$ cat config.mk
export PLATFORM = sky130hd
export DESIGN_NAME = pwm_ramp_gen
export DESIGN_NICKNAME = d
export VERILOG_FILES = /design/src/rtl/adc_pkg.sv /design/src/rtl/pwm_ramp_gen_pwm_core.sv /design/src/rtl/pwm_ramp_gen.sv
export SDC_FILE = /design/constraint.sdc
export NUM_CORES = 1
export LEC_CHECK = 0
export BUFFER_PORTS_ARGS = -buffer_cell sky130_fd_sc_hd__buf_2
export CORE_UTILIZATION = 44
export DETAILED_ROUTE_END_ITERATION = 6
export GPL_TIMING_DRIVEN = 0
export MAX_ROUTING_LAYER = met4
export PLACE_DENSITY_LB_ADDON = 0.12
export SLEW_MARGIN = 5
export SYNTH_ARGS = -nofsm -noshare
export SYNTH_HDL_FRONTEND = slang
export SYNTH_SLANG_ARGS = --single-unit
export TNS_END_PERCENT = 10
$ cat constraint.sdc
create_clock -name clk -period 2.9 [get_ports clk]
set_clock_uncertainty 0.2 [all_clocks]
set_input_delay 0.58 -clock clk [delete_from_list [all_inputs] [get_ports clk]]
set_output_delay 0.58 -clock clk [all_outputs]
set_load 0.005 [all_outputs]
$ cat src/rtl/adc_pkg.sv
// Shared definitions for the ramp-compare ADC reference path.
//   ramp_state_t : sequencing states of the reference-ramp generator
//   ADC_W        : width of the duty / sampled-code bus, shared with the
//                  result-capture stage
package adc_pkg;

    localparam int ADC_W = 16;

    typedef enum logic [1:0] {
        IDLE      = 2'd0,
        DISCHARGE = 2'd1,
        RAMP      = 2'd2
    } ramp_state_t;

endpackage

$ cat src/rtl/pwm_ramp_gen_pwm_core.sv
// PWM period counter and registered duty compare.
//   clk         : system clock
//   reset       : asynchronous active-low reset
//   run         : 1 = count and drive; 0 = hold counter at 0, output low
//   duty        : compare threshold, sampled every cycle
//   pwm_out     : registered (cnt < duty), one cycle behind the counter
//   period_tick : high on the last count of a period (cnt == PERIOD-1)
module pwm_core
    import adc_pkg::*;
#(
    parameter int PERIOD = 256
) (
    input  logic             clk,
    input  logic             reset,
    input  logic             run,
    input  logic [ADC_W-1:0] duty,
    output logic             pwm_out,
    output logic             period_tick
);

    localparam logic [ADC_W-1:0] CNT_LAST = ADC_W'(PERIOD - 1);

    logic [ADC_W-1:0] cnt_q;
    logic [ADC_W-1:0] cnt_d;
    logic             pwm_q;
    logic             pwm_d;

    always_comb begin
        cnt_d = '0;
        if (run) begin
            cnt_d = (cnt_q == CNT_LAST) ? '0 : cnt_q + ADC_W'(1);
        end
        // Gating with run forces the output low on the same edge the
        // counter is cleared, so a stop never leaves a stray high cycle.
        pwm_d = run && (cnt_q < duty);
    end

    always_ff @(posedge clk or negedge reset) begin
        if (!reset) begin
            cnt_q <= '0;
            pwm_q <= 1'b0;
        end else begin
            cnt_q <= cnt_d;
            pwm_q <= pwm_d;
        end
    end

    assign period_tick = run && (cnt_q == CNT_LAST);
    assign pwm_out     = pwm_q;

endmodule

$ cat src/rtl/pwm_ramp_gen.sv
// Reference-ramp generator for the ramp-compare ADC. Steps the PWM duty
// up by STEP every SETTLE_PERIODS PWM periods from 0 to MAX_DUTY; a sample
// from the capture stage aborts the ramp, which restarts after a discharge
// interval of SETTLE_PERIODS periods.
//   clk          : system clock
//   reset        : asynchronous active-low reset
//   enable       : level; 0 returns to IDLE on the next edge
//   sample_taken : one-cycle pulse, comparator crossed
//   pwm_out      : registered PWM drive to the RC filter
//   duty_cycle   : current duty, also the sampled code
//   ramp_start   : one-cycle pulse on entry to RAMP
//   ramp_done    : one-cycle pulse when MAX_DUTY held a full step unsampled
//   busy         : state != IDLE
//
// state     | meaning
// ----------+-----------------------------------------------------------
// IDLE      | disabled; counter held at 0, duty 0, PWM low
// DISCHARGE | duty 0 for SETTLE_PERIODS periods to drain the RC filter
// RAMP      | duty steps up each SETTLE_PERIODS periods until sample/end
module pwm_ramp_gen
    import adc_pkg::*;
#(
    parameter int PERIOD         = 256,
    parameter int STEP           = 1,
    parameter int MAX_DUTY       = 255,
    parameter int SETTLE_PERIODS = 4
) (
    input  logic             clk,
    input  logic             reset,
    input  logic             enable,
    input  logic             sample_taken,
    output logic             pwm_out,
    output logic [ADC_W-1:0] duty_cycle,
    output logic             ramp_start,
    output logic             ramp_done,
    output logic             busy
);

    localparam logic [ADC_W-1:0] STEP_W      = ADC_W'(STEP);
    localparam logic [ADC_W-1:0] MAX_W       = ADC_W'(MAX_DUTY);
    localparam logic [ADC_W-1:0] SETTLE_LAST = ADC_W'(SETTLE_PERIODS - 1);

    ramp_state_t      state_q, state_d;
    logic [ADC_W-1:0] duty_q, duty_d;
    logic [ADC_W-1:0] per_cnt_q, per_cnt_d;
    logic             abort_q, abort_d;
    logic             ramp_start_q, ramp_start_d;
    logic             ramp_done_q, ramp_done_d;
    logic             busy_q;

    logic             run;
    logic             period_tick;
    logic             terminal;
    logic [ADC_W:0]   duty_sum;
    logic [ADC_W-1:0] duty_next;

    // Dropping enable stops the counter and PWM on the same edge the FSM
    // returns to IDLE.
    assign run = enable && (state_q != IDLE);

    pwm_core #(
        .PERIOD(PERIOD)
    ) u_pwm_core (
        .clk        (clk),
        .reset      (reset),
        .run        (run),
        .duty       (duty_q),
        .pwm_out    (pwm_out),
        .period_tick(period_tick)
    );

    assign terminal  = period_tick && (per_cnt_q == SETTLE_LAST);
    // One extra bit so a large STEP saturates instead of wrapping.
    assign duty_sum  = {1'b0, duty_q} + {1'b0, STEP_W};
    assign duty_next = (duty_sum > {1'b0, MAX_W}) ? MAX_W : duty_sum[ADC_W-1:0];

    always_comb begin
        state_d      = state_q;
        duty_d       = duty_q;
        per_cnt_d    = per_cnt_q;
        abort_d      = abort_q;
        ramp_start_d = 1'b0;
        ramp_done_d  = 1'b0;

        if (!enable) begin
            state_d   = IDLE;
            duty_d    = '0;
            per_cnt_d = '0;
            abort_d   = 1'b0;
        end else begin
            case (state_q)
                IDLE: begin
                    state_d   = DISCHARGE;
                    duty_d    = '0;
                    per_cnt_d = '0;
                    abort_d   = 1'b0;
                end
                DISCHARGE: begin
                    duty_d = '0;
                    if (terminal) begin
                        state_d      = RAMP;
                        per_cnt_d    = '0;
                        ramp_start_d = 1'b1;
                    end else if (period_tick) begin
                        per_cnt_d = per_cnt_q + ADC_W'(1);
                    end
                end
                RAMP: begin
                    if (sample_taken) begin
                        abort_d = 1'b1;
                    end
                    if (period_tick) begin
                        // A sample landing on the tick itself counts too, so
                        // abort takes priority over the end-of-ramp pulse.
                        if (abort_q || sample_taken) begin
                            state_d   = DISCHARGE;
                            duty_d    = '0;
                            per_cnt_d = '0;
                            abort_d   = 1'b0;
                        end else if (terminal) begin
                            per_cnt_d = '0;
                            if (duty_q == MAX_W) begin
                                state_d     = DISCHARGE;
                                duty_d      = '0;
                                ramp_done_d = 1'b1;
                            end else begin
                                duty_d = duty_next;
                            end
                        end else begin
                            per_cnt_d = per_cnt_q + ADC_W'(1);
                        end
                    end
                end
                default: begin
                    state_d   = IDLE;
                    duty_d    = '0;
                    per_cnt_d = '0;
                    abort_d   = 1'b0;
                end
            endcase
        end
    end

    always_ff @(posedge clk or negedge reset) begin
        if (!reset) begin
            state_q      <= IDLE;
            duty_q       <= '0;
            per_cnt_q    <= '0;
            abort_q      <= 1'b0;
            ramp_start_q <= 1'b0;
            ramp_done_q  <= 1'b0;
            busy_q       <= 1'b0;
        end else begin
            state_q      <= state_d;
            duty_q       <= duty_d;
            per_cnt_q    <= per_cnt_d;
            abort_q      <= abort_d;
            ramp_start_q <= ramp_start_d;
            ramp_done_q  <= ramp_done_d;
            busy_q       <= (state_d != IDLE);
        end
    end

    assign duty_cycle = duty_q;
    assign ramp_start = ramp_start_q;
    assign ramp_done  = ramp_done_q;
    assign busy       = busy_q;

endmodule

==> results of run 1 <==
[registers in the layout, summed over array words and instances (netlist names)]
register and cells:
u_pwm_core.pwm_out 1, per_cnt_q 16, state_q 2, abort_q 1, u_pwm_core.cnt_q 16, busy 1, ramp_start 1, duty_cycle 16
ramp_done 1
[worst register-to-register path, cell delays in order, from the launching register on]
cell and delay [ps]:
dfrtp_1 440, ha_1 240, and4_1 350, nand4_4 220
nor2_1 230, a21o_1 260, buf_1 420, o22ai_1 140
[logic make-up (layout without fill, tap and decap cells)]
group                      after synthesis  count (layout)  synth area share [%]
muxes                                    2               2                 0.588
xor gates and xnor gates                25              25                  6.44
DFF                                     55              55                  40.5
and+or+nand+nor                        162             162                  28.2
adders and majority gates               23              23                  8.46
buffers and inverters                   27              58                  3.49
AOI/OAI and AO/OA                       66              66                  12.4
[through the flow]
step                      utilization, %  setup slack (ps)  std cells  cell area (um2)
after global routing                50.6              49.7        490             3730
after global placement              49.4               293        482             3640
after floorplan                        -               754        360             3400
after CTS                           50.6               290        490             3730
final                               50.6               288        490             3730
after detailed placement            49.4               343        482             3640
[synthesized netlist by cell type (all sizes together), types with 2 or more instances]
library cell  instances
nand2                26
nor4                 13
nor2b                 6
a31oi                 5
o31ai                 2
nand3                13
nor2                 50
mux2i                 2
o211ai                2
xor2                 11
nor4b                 5
nor3                  8
nor3b                 2
and3                 13
o21ai                25
nand4                10
a211oi                2
nand2b                4
o22ai                 3
and2                  3
inv                  20
clkbuf                2
dfrtp                55
xnor2                14
or3                   2
and4                  5
buf                   5
a21oi                 9
a21o                  9
o2bb2ai               2
ha                   23
[layer usage]
layer / track usage, % / share of wire [%]
met5: - / 0
met4: 6.05 / 1.4
met3: 2.96 / 3.2
met2: 28.4 / 43
met1: 28.3 / 53
[final cells by class]
class | count | share of cell area (%)
multi-input cells | 278 | 51.1
flip-flops and latches | 55 | 36.9
well taps | 99 | 3.32
repair buffers | 23 | 3.15
inverters | 20 | 2.01
clock buffers | 6 | 1.94
plain buffers | 7 | 1.17
clock inverters | 2 | 0.436
[worst paths after layout]
check / from / endpoint / slack, ps / cells past startpoint
hold reg to reg: u_pwm_core.cnt_q[0] / u_pwm_core.cnt_q[0] / 340 / 1
max in group asynchronous: reset / duty_cycle[8] / 1910 / 1
setup / recovery: u_pwm_core.cnt_q[1] / duty_cycle[1] / 290 / 7
hold / removal: reset / duty_cycle[5] / 90 / 1
setup reg to reg: u_pwm_core.cnt_q[1] / duty_cycle[1] / 290 / 7
min in group clk: u_pwm_core.cnt_q[0] / u_pwm_core.cnt_q[0] / 340 / 1
[power breakdown]
| group | total, mW | switching, mW | internal (mW) |
|---|---|---|---|
| clock | 0.445 | 0.270 | 0.174 |
| sequential | 0.775 | 0.00448 | 0.771 |
| combinational | 0.0648 | 0.0465 | 0.0183 |
==> metrics.md, run 1 <==
| Metric | Value |
|---|---|
| Synthesis-to-finish area growth | 9.71% |
| RSZ-0062 raised after global routing | no |
| Syn Area/Cell | 9.45 um2 |
| Startpoint types | flop |
| TritonRoute pass-1 iters | 5 |
| Synth area leaders | dfrtp_1, ha_1, nor2_1 |
| Initial core utilization | about 46% |
| Final Hold Violating Endpoints | 0 |
| Fmax | around 380 MHz |
| Via density | 5.50 |
| Via count | 2696 |
| Post-layout nets | 417 |
| Wire length per cell | 14.8 um |
| Aggregate global-route resource usage | 19.6% |
| Asr flop ratio synth | 100% |
| CP Cell Sequence | ha_1 > and4_1 > nand4_4 > nor2_1 > a21o_1 > buf_1 > o22ai_1 |
| First-pass GRT wire length | roughly 13 mm |
| Max Cap Viol | 0 |
| Cell Area, Synth | 3400 um2 |
| Post-synth cell types | 50 |
| Number of global-route vias before repair | roughly 2500 |
| CP Class | reg2reg |
| Power Dens Cells | 344 nW/um2 |
| Drt total wl | 7.23 mm |
| Routability cong. | 0.855 |
| # rows | 31 |
| Min Tclk post-route | around 2600 ps |
| Hold Slack | 88.3 ps |
| Antenna viol nets, final | 0 |
| CTS Hold Bufs | 0 |
| H-tree levels | 2 |
| Number of synthesized flops with an enable pin | 0 |
| IO Port Bufs | 23 |
| Mapped Cells | 360 |
| Clock sinks | between 50 and 60 |
| Max Transition Viols Final | 0 |
| Total die area | 8090 um2 |
| Antenna fix cells | 0 |
| Largest fanout on the critical path | 10 |
| CP bufs+invs | 1 |
| Die W | 89.9 um |
| Share of the synthesized area in the top cell type | 40.5% |
| Final setup violation count | 0 |
| Synth Flop Type | dfrtp_1 |
| CTS tree | done |
| DRC | 0 |
| Iter 0 DRT Violations | 124 |
| Leak | 1.64 nW |
| Setup TNS | 0 ps |
| Max clock buf depth | 2 |
| CP top delay family | simple AND/OR/NAND/NOR gates |
| Most common cell after layout, fill and taps aside | dfrtp_1 |
| Worst vdd ir | 0.163 mV |
| Gr ovfl total | 0 |
| Endpoint class of the critical path | flop |
| Leading area contributor after synthesis | dfrtp_1 |
| Worst EP arrival | roughly 2600 ps |
| Worst-Margin Slew | between 700 and 800 ps |
| Area of the multi-input gates | 1910 um2 |
| Pin count of the biggest net entering global routing | between 50 and 60 |
| Synth Warn # | 0 |
| Fillcell total | 712 |
| Worst Hold Class | in2async |
| Root Driver | clkbuf_8 |
| Sequential area share after synthesis | 40.5% |
| DP HPWL | 5.20 mm |
| Initial antenna violation count | 0 |
| Slew HR | 52.6% |
| Max stage delay on crit path | between 400 and 500 ps |
| Post-CTS setup buffers | 0 |
| Outcome | finished clean |
| IO Pins | 24 |
| Total power draw | 1.28 mW |
| Post-CTS Resized | 0 |
| Crit-path slowest cell | dfrtp_1 |
| Final period utilization | approximately nine tenths |
| Worst Path Required | roughly 2900 ps |
| Sequential cell area | 1380 um2 |
| Layout cells sized above 1 | 12.3% |
| Post-synth net total | between 300 and 400 |
| Core box area | about 7400 um2 |
| Most frequent cells in the layout | dfrtp_1, nor2_1, nand2_1, o21ai_0, buf_2 |
| Clk_lat worst skew | between 300 and 400 ps |
| Reg clk slew, reported paths | approximately 110 ps |
| Synthesized flop and latch total | 55 |
| Die H | 89.9 um |
| CTS Buf Count | 5 |
(Power assumes the default switching activity.)
==> inputs of run 2 (changes only) <==
--- a/config.mk
+++ b/config.mk
@@ -8,4 +8,5 @@
 export BUFFER_PORTS_ARGS = -buffer_cell sky130_fd_sc_hd__buf_2
 export CORE_UTILIZATION = 44
+export CTS_BUF_LIST = sky130_fd_sc_hd__clkbuf_8
 export DETAILED_ROUTE_END_ITERATION = 6
 export GPL_TIMING_DRIVEN = 0
==> constraint.sdc (replaced) <==
create_clock -name clk -period 2.9 [get_ports clk]
set_clock_uncertainty 0.2 [all_clocks]
set_input_delay 0.145 -clock clk [delete_from_list [all_inputs] [get_ports clk]]
set_output_delay 0.145 -clock clk [all_outputs]
set_load 0.005 [all_outputs]
==> run 2 against run 1 <==
Power decreased by 0.13%; critical endpoint unchanged; register-to-register slack about the same; combinational power increased by 3%; fmax increased by 0.12%.
==> metrics.md, run 2 (synthesized netlist as in run 1, its figures left out) <==
| Metric | Value |
|---|---|
| Outcome | finished clean (unchanged) |
| Worst-Margin Slew | 712 ps (was 711 ps) |
| Slew HR | 52.6% (about the same) |
| Max clock buf depth | 2 (unchanged) |
| # rows | 31 (unchanged) |
| Layout cells sized above 1 | 12.2% (was 12.3%) |
| Startpoint types | flop (unchanged) |
| Gr ovfl total | 0 (unchanged) |
| Antenna fix cells | 0 (unchanged) |
| Clock power share | 34.4% (was 34.6%) |
| Max Cap Viol | 0 (unchanged) |
| Worst vdd ir | 0.163 mV (about the same) |
| Worst Hold Class | in2reg (was in2async) |
| Die W | 89.9 um (unchanged) |
| Root Driver | clkbuf_8 (unchanged) |
| CP Class | reg2reg (unchanged) |
| Antenna viol nets, final | 0 (unchanged) |
| Via density | 5.52 (was 5.50) |
| Pin count of the biggest net entering global routing | 56 (unchanged) |
| Hold Slack | 59.7 ps (was 88.3 ps) |
| TritonRoute pass-1 iters | 5 (unchanged) |
| Routability cong. | 0.855 (unchanged) |
| Post-CTS setup buffers | 0 (unchanged) |
| Leak | 1.66 nW (was 1.64 nW) |
| Aggregate global-route resource usage | 19.6% (about the same) |
| Comb power frac | 5.2% (was 5.0%) |
| Power Dens Cells | 342 nW/um2 (was 344 nW/um2) |
| Synthesis-to-finish area growth | 10.3% (was 9.71%) |
| Final setup violation count | 0 (unchanged) |
| Endpoint class of the critical path | flop (unchanged) |
| Switching share of total power | 25.0% (about the same) |
| Net Sw Power | 321 uW (about the same) |
| Initial core utilization | 46.2% (unchanged) |
| Initial antenna violation count | 0 (unchanged) |
| Clock sinks | 55 (unchanged) |
| IO Port Bufs | 23 (unchanged) |
| Layout Utilization | 50.9% (was 50.6%) |
| Setup TNS | 0 ps (unchanged) |
| Drt total wl | 7.23 mm (unchanged) |
| Final period utilization | 90.0% (was 90.1%) |
| Most frequent cells in the layout | dfrtp_1, nor2_1, nand2_1, o21ai_0, buf_2 (unchanged) |
| Total power draw | 1.28 mW (about the same) |
| Total die area | 8090 um2 (unchanged) |
| Fmax | 383 MHz (about the same) |
| Die H | 89.9 um (unchanged) |
| Clk_lat worst skew | 320 ps (about the same) |
| Post-Place Cells | 482 (unchanged) |
| Min Tclk post-route | 2610 ps (about the same) |
| RSZ-0062 raised after global routing | no (unchanged) |
| Worst EP arrival | 2610 ps (about the same) |
| Cell internal pwr | 962 uW (was 964 uW) |
| Worst Path Required | 2900 ps (about the same) |
| Most common cell after layout, fill and taps aside | dfrtp_1 (unchanged) |
| Final Hold Violating Endpoints | 0 (unchanged) |
| Wire length per cell | 14.7 um (was 14.8 um) |
| CTS tree | done (unchanged) |
| CTS Buf Count | 5 (unchanged) |
| Post-layout nets | 419 (was 417) |
| Reg clk slew, reported paths | 110 ps (about the same) |
| Core box area | 7370 um2 (unchanged) |
| Reg power frac | 60.4% (was 60.3%) |
| FF-to-FF setup slack | 290 ps (about the same) |
| Post-route insts no fill | 492 (was 490) |
| DP HPWL | 5.20 mm (unchanged) |
| Iter 0 DRT Violations | 137 (was 124) |
| Number of global-route vias before repair | 2538 (was 2535) |
| H-tree levels | 2 (unchanged) |
| First-pass GRT wire length | 12.6 mm (about the same) |
| Largest fanout on the critical path | 10 (unchanged) |
| Max Transition Viols Final | 0 (unchanged) |
| DRC | 0 (unchanged) |
| IO Pins | 24 (unchanged) |
| Via count | 2714 (was 2696) |
[run 2: cell types whose count changed in the layout (fill, tap and decap cells not counted), sizes merged]
cell         before  now
inv              21   22
dlygate4sd3       0    2
clkbuf            8    7
[run 2: cell type report]
class / count / area, um2
plain buffers: 7 / 43.8
clock buffers: 5 / 68.8
clock inverters: 3 / 20.0
fillers: 710 / 3620
inverters: 20 / 75.1
multi-input cells: 278 / 1910
flip-flops and latches: 55 / 1380
well taps: 99 / 124
repair buffers: 25 / 138
[run 2: critical path, cell delays in order (launching register included)]
cell     delay (ps)
dfrtp_1         440
ha_1            240
and4_1          350
nand4_4         220
nor2_1          220
a21o_1          260
buf_1           420
o22ai_1         140
[run 2: power groups by stage]
stage | clock network, mW | logic, mW | registers [mW]
2_1_floorplan | 0 | 0.0362 | 0.790
3_3_place_gp | 0 | 0.0661 | 0.790
3_5_place_dp | 0 | 0.0661 | 0.790
4_1_cts | 0.453 | 0.0681 | 0.775
5_1_grt | 0.482 | 0.0770 | 0.776
6_report | 0.441 | 0.0668 | 0.775
[run 2: final timing paths]
path                                      from                   to  cells past startpoint
setup / recovery           u_pwm_core.cnt_q[1]        duty_cycle[1]                      7
min in group asynchronous                reset        duty_cycle[5]                      2
hold / removal                    sample_taken            ramp_done                      4
setup reg to reg           u_pwm_core.cnt_q[1]        duty_cycle[1]                      7
hold reg to reg            u_pwm_core.cnt_q[0]  u_pwm_core.cnt_q[0]                      1
max in group asynchronous                reset        duty_cycle[8]                      2
[run 2: routing by layer]
metal	up-vias	part of all wire, %	global-route usage (%)
met1	1297	52	28.4
met3	9	3.3	2.96
met5	-	0	-
met2	61	43	28.4
met4	0	1.4	6.05
li1	1347	-	-
[run 2: what timing repair did]
| action | 4_1_cts | 5_1_grt |
|---|---|---|
| hold buffers | 2 | 0 |
| hold endpoints to repair | 59 | 0 |
| resized for setup | 0 | 0 |
[run 2: metrics by stage]
step           cell area (um2)  setup slack, ps
3_3_place_gp              3640              293
2_1_floorplan             3400              754
6_report                  3750              291
3_5_place_dp              3640              343
4_1_cts                   3750              287
5_1_grt                   3750             49.1
==> inputs of run 3 (changes only) <==
- ABC_AREA: default -> 1
==> run 3 against run 2 <==
Largest cell class unchanged; highest routed layer unchanged; combinational power increased by 19%; flip-flop and latch count did not move; clock-buffer cell count is the same; critical path depth rose by 4; largest power group unchanged; critical path type unchanged.
==> metrics.md, run 3 <==
| Metric | Value |
|---|---|
| Max clock buf depth | 2 (unchanged) |
| Antenna fix cells | 0 (unchanged) |
| Via density | 5.09 (was 5.52) |
| Synth Warn # | 0 (unchanged) |
| Synthesized flop and latch total | 55 (unchanged) |
| Post-synth net total | 533 (was 387) |
| Synth area leaders | dfrtp_1, nand2_1, ha_1 (was dfrtp_1, ha_1, nor2_1) |
| Die W | 93.5 um (was 89.9 um) |
| Worst Path Required | 2890 ps (was 2900 ps) |
| Iter 0 DRT Violations | 142 (was 137) |
| CTS tree | done (unchanged) |
| CTS Hold Bufs | 4 (was 2) |
| Initial antenna violation count | 0 (unchanged) |
| CTS Buf Count | 5 (unchanged) |
| Most common cell after layout, fill and taps aside | nand2_1 (was dfrtp_1) |
| Worst vdd ir | 0.185 mV (was 0.163 mV) |
| Core box area | 7890 um2 (was 7370 um2) |
| Pin count of the biggest net entering global routing | 56 (unchanged) |
| Met2 WL | 3.88 mm (was 3.11 mm) |
| Endpoint class of the critical path | flop (unchanged) |
| Post-CTS setup buffers | 0 (unchanged) |
| Via count | 3270 (was 2714) |
| DR WL met3 | 203 um (was 241 um) |
| Asr flop ratio synth | 100% (unchanged) |
| Post-Place Cells | 631 (was 482) |
| Synthesis-to-finish area growth | 10.2% (was 10.3%) |
| Max Cap Viol | 0 (unchanged) |
| Top post-synthesis cells by count | nand2_1, inv_1, nor2_1 (was dfrtp_1, nor2_1, nand2_1, o21ai_0, ha_1) |
| Sequential cell area | 1380 um2 (unchanged) |
| Mapped Cells | 506 (was 360) |
| Min Tclk post-route | 2310 ps (was 2610 ps) |
| Wire length per cell | 12.4 um (was 14.7 um) |
| Power Dens Cells | 316 nW/um2 (was 342 nW/um2) |
| DRC | 0 (unchanged) |
| Most numerous cell in the Yosys netlist | nand2_1 (was dfrtp_1) |
| Aggregate global-route resource usage | 20.9% (was 19.6%) |
| Sequential area share after synthesis | 37.4% (was 40.5%) |
| DR top layer | met4 (unchanged) |
| DP HPWL | 6.18 mm (was 5.20 mm) |
| Layout cells sized above 1 | 13.1% (was 12.2%) |
| Outcome | finished clean (unchanged) |
| Leak | 2.03 nW (was 1.66 nW) |
| Final setup violation count | 0 (unchanged) |
| H-tree levels | 2 (unchanged) |
| Synth Flop Type | dfrtp_1 (unchanged) |
| Total die area | 8730 um2 (was 8090 um2) |
| Worst EP arrival | 2300 ps (was 2610 ps) |
| Antenna viol nets, final | 0 (unchanged) |
| Most used cell, CP | nand2_1 |
| Area of the multi-input gates | 2000 um2 (was 1910 um2) |
| Clk_lat worst skew | 310 ps (was 320 ps) |
| R2R Path End | abort_q (was duty_cycle[1]) |
| Final Hold Violating Endpoints | 0 (unchanged) |
| TritonRoute pass-1 iters | 4 (was 5) |
| Worst Hold Class | in2async (was in2reg) |
| Fillcell total | 769 (was 710) |
| Routed met1 length | 3.85 mm (was 3.78 mm) |
| Gr ovfl total | 0 (unchanged) |
| Worst-Margin Slew | 696 ps (was 712 ps) |
| IO Pins | 24 (unchanged) |
| Syn Area/Cell | 7.27 um2 (was 9.45 um2) |
| Number of synthesized flops with an enable pin | 0 (unchanged) |
| Leading area contributor after synthesis | dfrtp_1 (unchanged) |
| Number of global-route vias before repair | 3114 (was 2538) |
| Cell Area, Synth | 3680 um2 (was 3400 um2) |
| Max Transition Viols Final | 0 (unchanged) |
| Root Driver | clkbuf_8 (unchanged) |
| Post-layout nets | 567 (was 419) |
| First-pass GRT wire length | 14.2 mm (was 12.6 mm) |
| Fmax | 434 MHz (was 383 MHz) |
| R2R Path Start | u_pwm_core.cnt_q[0] (was u_pwm_core.cnt_q[1]) |
| Die H | 93.5 um (was 89.9 um) |
| RSZ-0062 raised after global routing | no (unchanged) |
| Initial core utilization | 46.7% (was 46.2%) |
| IO Port Bufs | 23 (unchanged) |
| Share of the synthesized area in the top cell type | 37.4% (was 40.5%) |
| Layout Utilization | 51.4% (was 50.9%) |
| Setup TNS | 0 ps (unchanged) |
| Total power draw | 1.28 mW (about the same) |
| Crit-path slowest cell | dlygate4sd3_1 (was dfrtp_1) |
| Largest fanout on the critical path | 6 (was 10) |
| Slew HR | 53.6% (was 52.6%) |
| FF-to-FF setup slack | 590 ps (was 290 ps) |
| # rows | 32 (was 31) |
| Reg2reg path depth | 11 (was 7) |
| Clock sinks | 55 (unchanged) |
| Most frequent cells in the layout | nand2_1, inv_1, nor2_1, dfrtp_1, nand3_1 (was dfrtp_1, nor2_1, nand2_1, o21ai_0, buf_2) |
| Final period utilization | 79.5% (was 90.0%) |
| Post-CTS Resized | 0 (unchanged) |
| Drt total wl | 8.00 mm (was 7.23 mm) |
| CP Class | reg2reg (unchanged) |
| Routability cong. | 0.851 (was 0.855) |
| Startpoint types | flop (unchanged) |
| Max stage delay on crit path | 560 ps (was 440 ps) |
| Post-route insts no fill | 643 (was 492) |
| Reg clk slew, reported paths | 110 ps (about the same) |
| CP Cell Sequence | ha_1 > nand2_1 > inv_2 > nand2_2 > nor2_4 > nand3_2 > nand2_1 > inv_2 > nand2_1 > a21oi_1 > dlygate4sd3_1 (was ha_1 > and4_1 > nand4_4 > nor2_1 > a21o_1 > buf_1 > o22ai_1) |
| Post-synth cell types | 32 (was 50) |
-- run 3: cell types whose count changed after synthesis, moves of 8 or more --
| cell | delta |
|---|---|
| xnor2_1 | -13 |
| nor2_1 | +13 |
| a21oi_1 | +11 |
| a21o_1 | -9 |
| and3_1 | -13 |
| nor4_1 | -8 |
| nand2_1 | +106 |
| nand3_1 | +28 |
| inv_1 | +49 |
-- run 3: kinds of logic (layout without fill, tap and decap cells) --
| kind of cell | after synthesis | count (layout) | share of synthesized area, % |
|---|---|---|---|
| buffers and inverters | 78 | 113 | 8.30 |
| AOI/OAI and AO/OA | 50 | 50 | 7.21 |
| and+or+nand+nor | 290 | 290 | 36.9 |
| DFF | 55 | 55 | 37.4 |
| adders and majority gates | 23 | 23 | 7.82 |
| xor gates and xnor gates | 10 | 10 | 2.38 |
-- run 3: how the worst max path moves through the flow --
| stage | startpoint | to | depth (start not counted) |
|---|---|---|---|
| 2_1_floorplan | duty_cycle[0] | duty_cycle[0] | 11 |
| 3_3_place_gp | duty_cycle[0] | busy | 10 |
| 3_5_place_dp | duty_cycle[0] | busy | 10 |
| 4_1_cts | u_pwm_core.cnt_q[0] | abort_q | 11 |
| 5_1_grt | u_pwm_core.cnt_q[0] | abort_q | 11 |
| 6_report | u_pwm_core.cnt_q[0] | abort_q | 11 |
-- run 3: metrics by stage --
stage / cell area (um2) / setup WS (ps) / hold slack, ps
after floorplan: 3680 / 1010 / -351
after global placement: 3920 / 710 / 235
after detailed placement: 3920 / 683 / 257
after CTS: 4050 / 595 / 303
after global routing: 4050 / 438 / 285
final: 4050 / 593 / 208
-- run 3: cell type report --
class / count / share of cell area, %
inverters: 75 / 6.94
multi-input cells: 373 / 49.3
flip-flops and latches: 55 / 34.0
clock buffers: 5 / 1.70
well taps: 102 / 3.15
clock inverters: 3 / 0.494
repair buffers: 27 / 3.89
plain buffers: 3 / 0.586
-- run 3: power by group --
| part | internal (mW) | switching (mW) | leakage, nW |
|---|---|---|---|
| Clock | 0.169 | 0.258 | 0.0402 |
| Combinational | 0.0229 | 0.0567 | 1.22 |
| Sequential | 0.771 | 0.00337 | 0.764 |
| Total | 0.963 | 0.318 | 2.03 |
-- run 3: worst max-delay path: cells and delay by family (launching register included) --
family / cells / cell delay [ps]
flops: 1 / 410
simple gates: 6 / 650
fa+ha+maj: 1 / 180
buf+inv: 3 / 670
compound gates: 1 / 80
-- run 3: routing by layer --
metal / global-route usage, % / vias up
met1: 25.7 / 1533
met3: 2.93 / 7
met4: 4.62 / 0
met2: 36.6 / 47
met5: - / -
li1: - / 1683
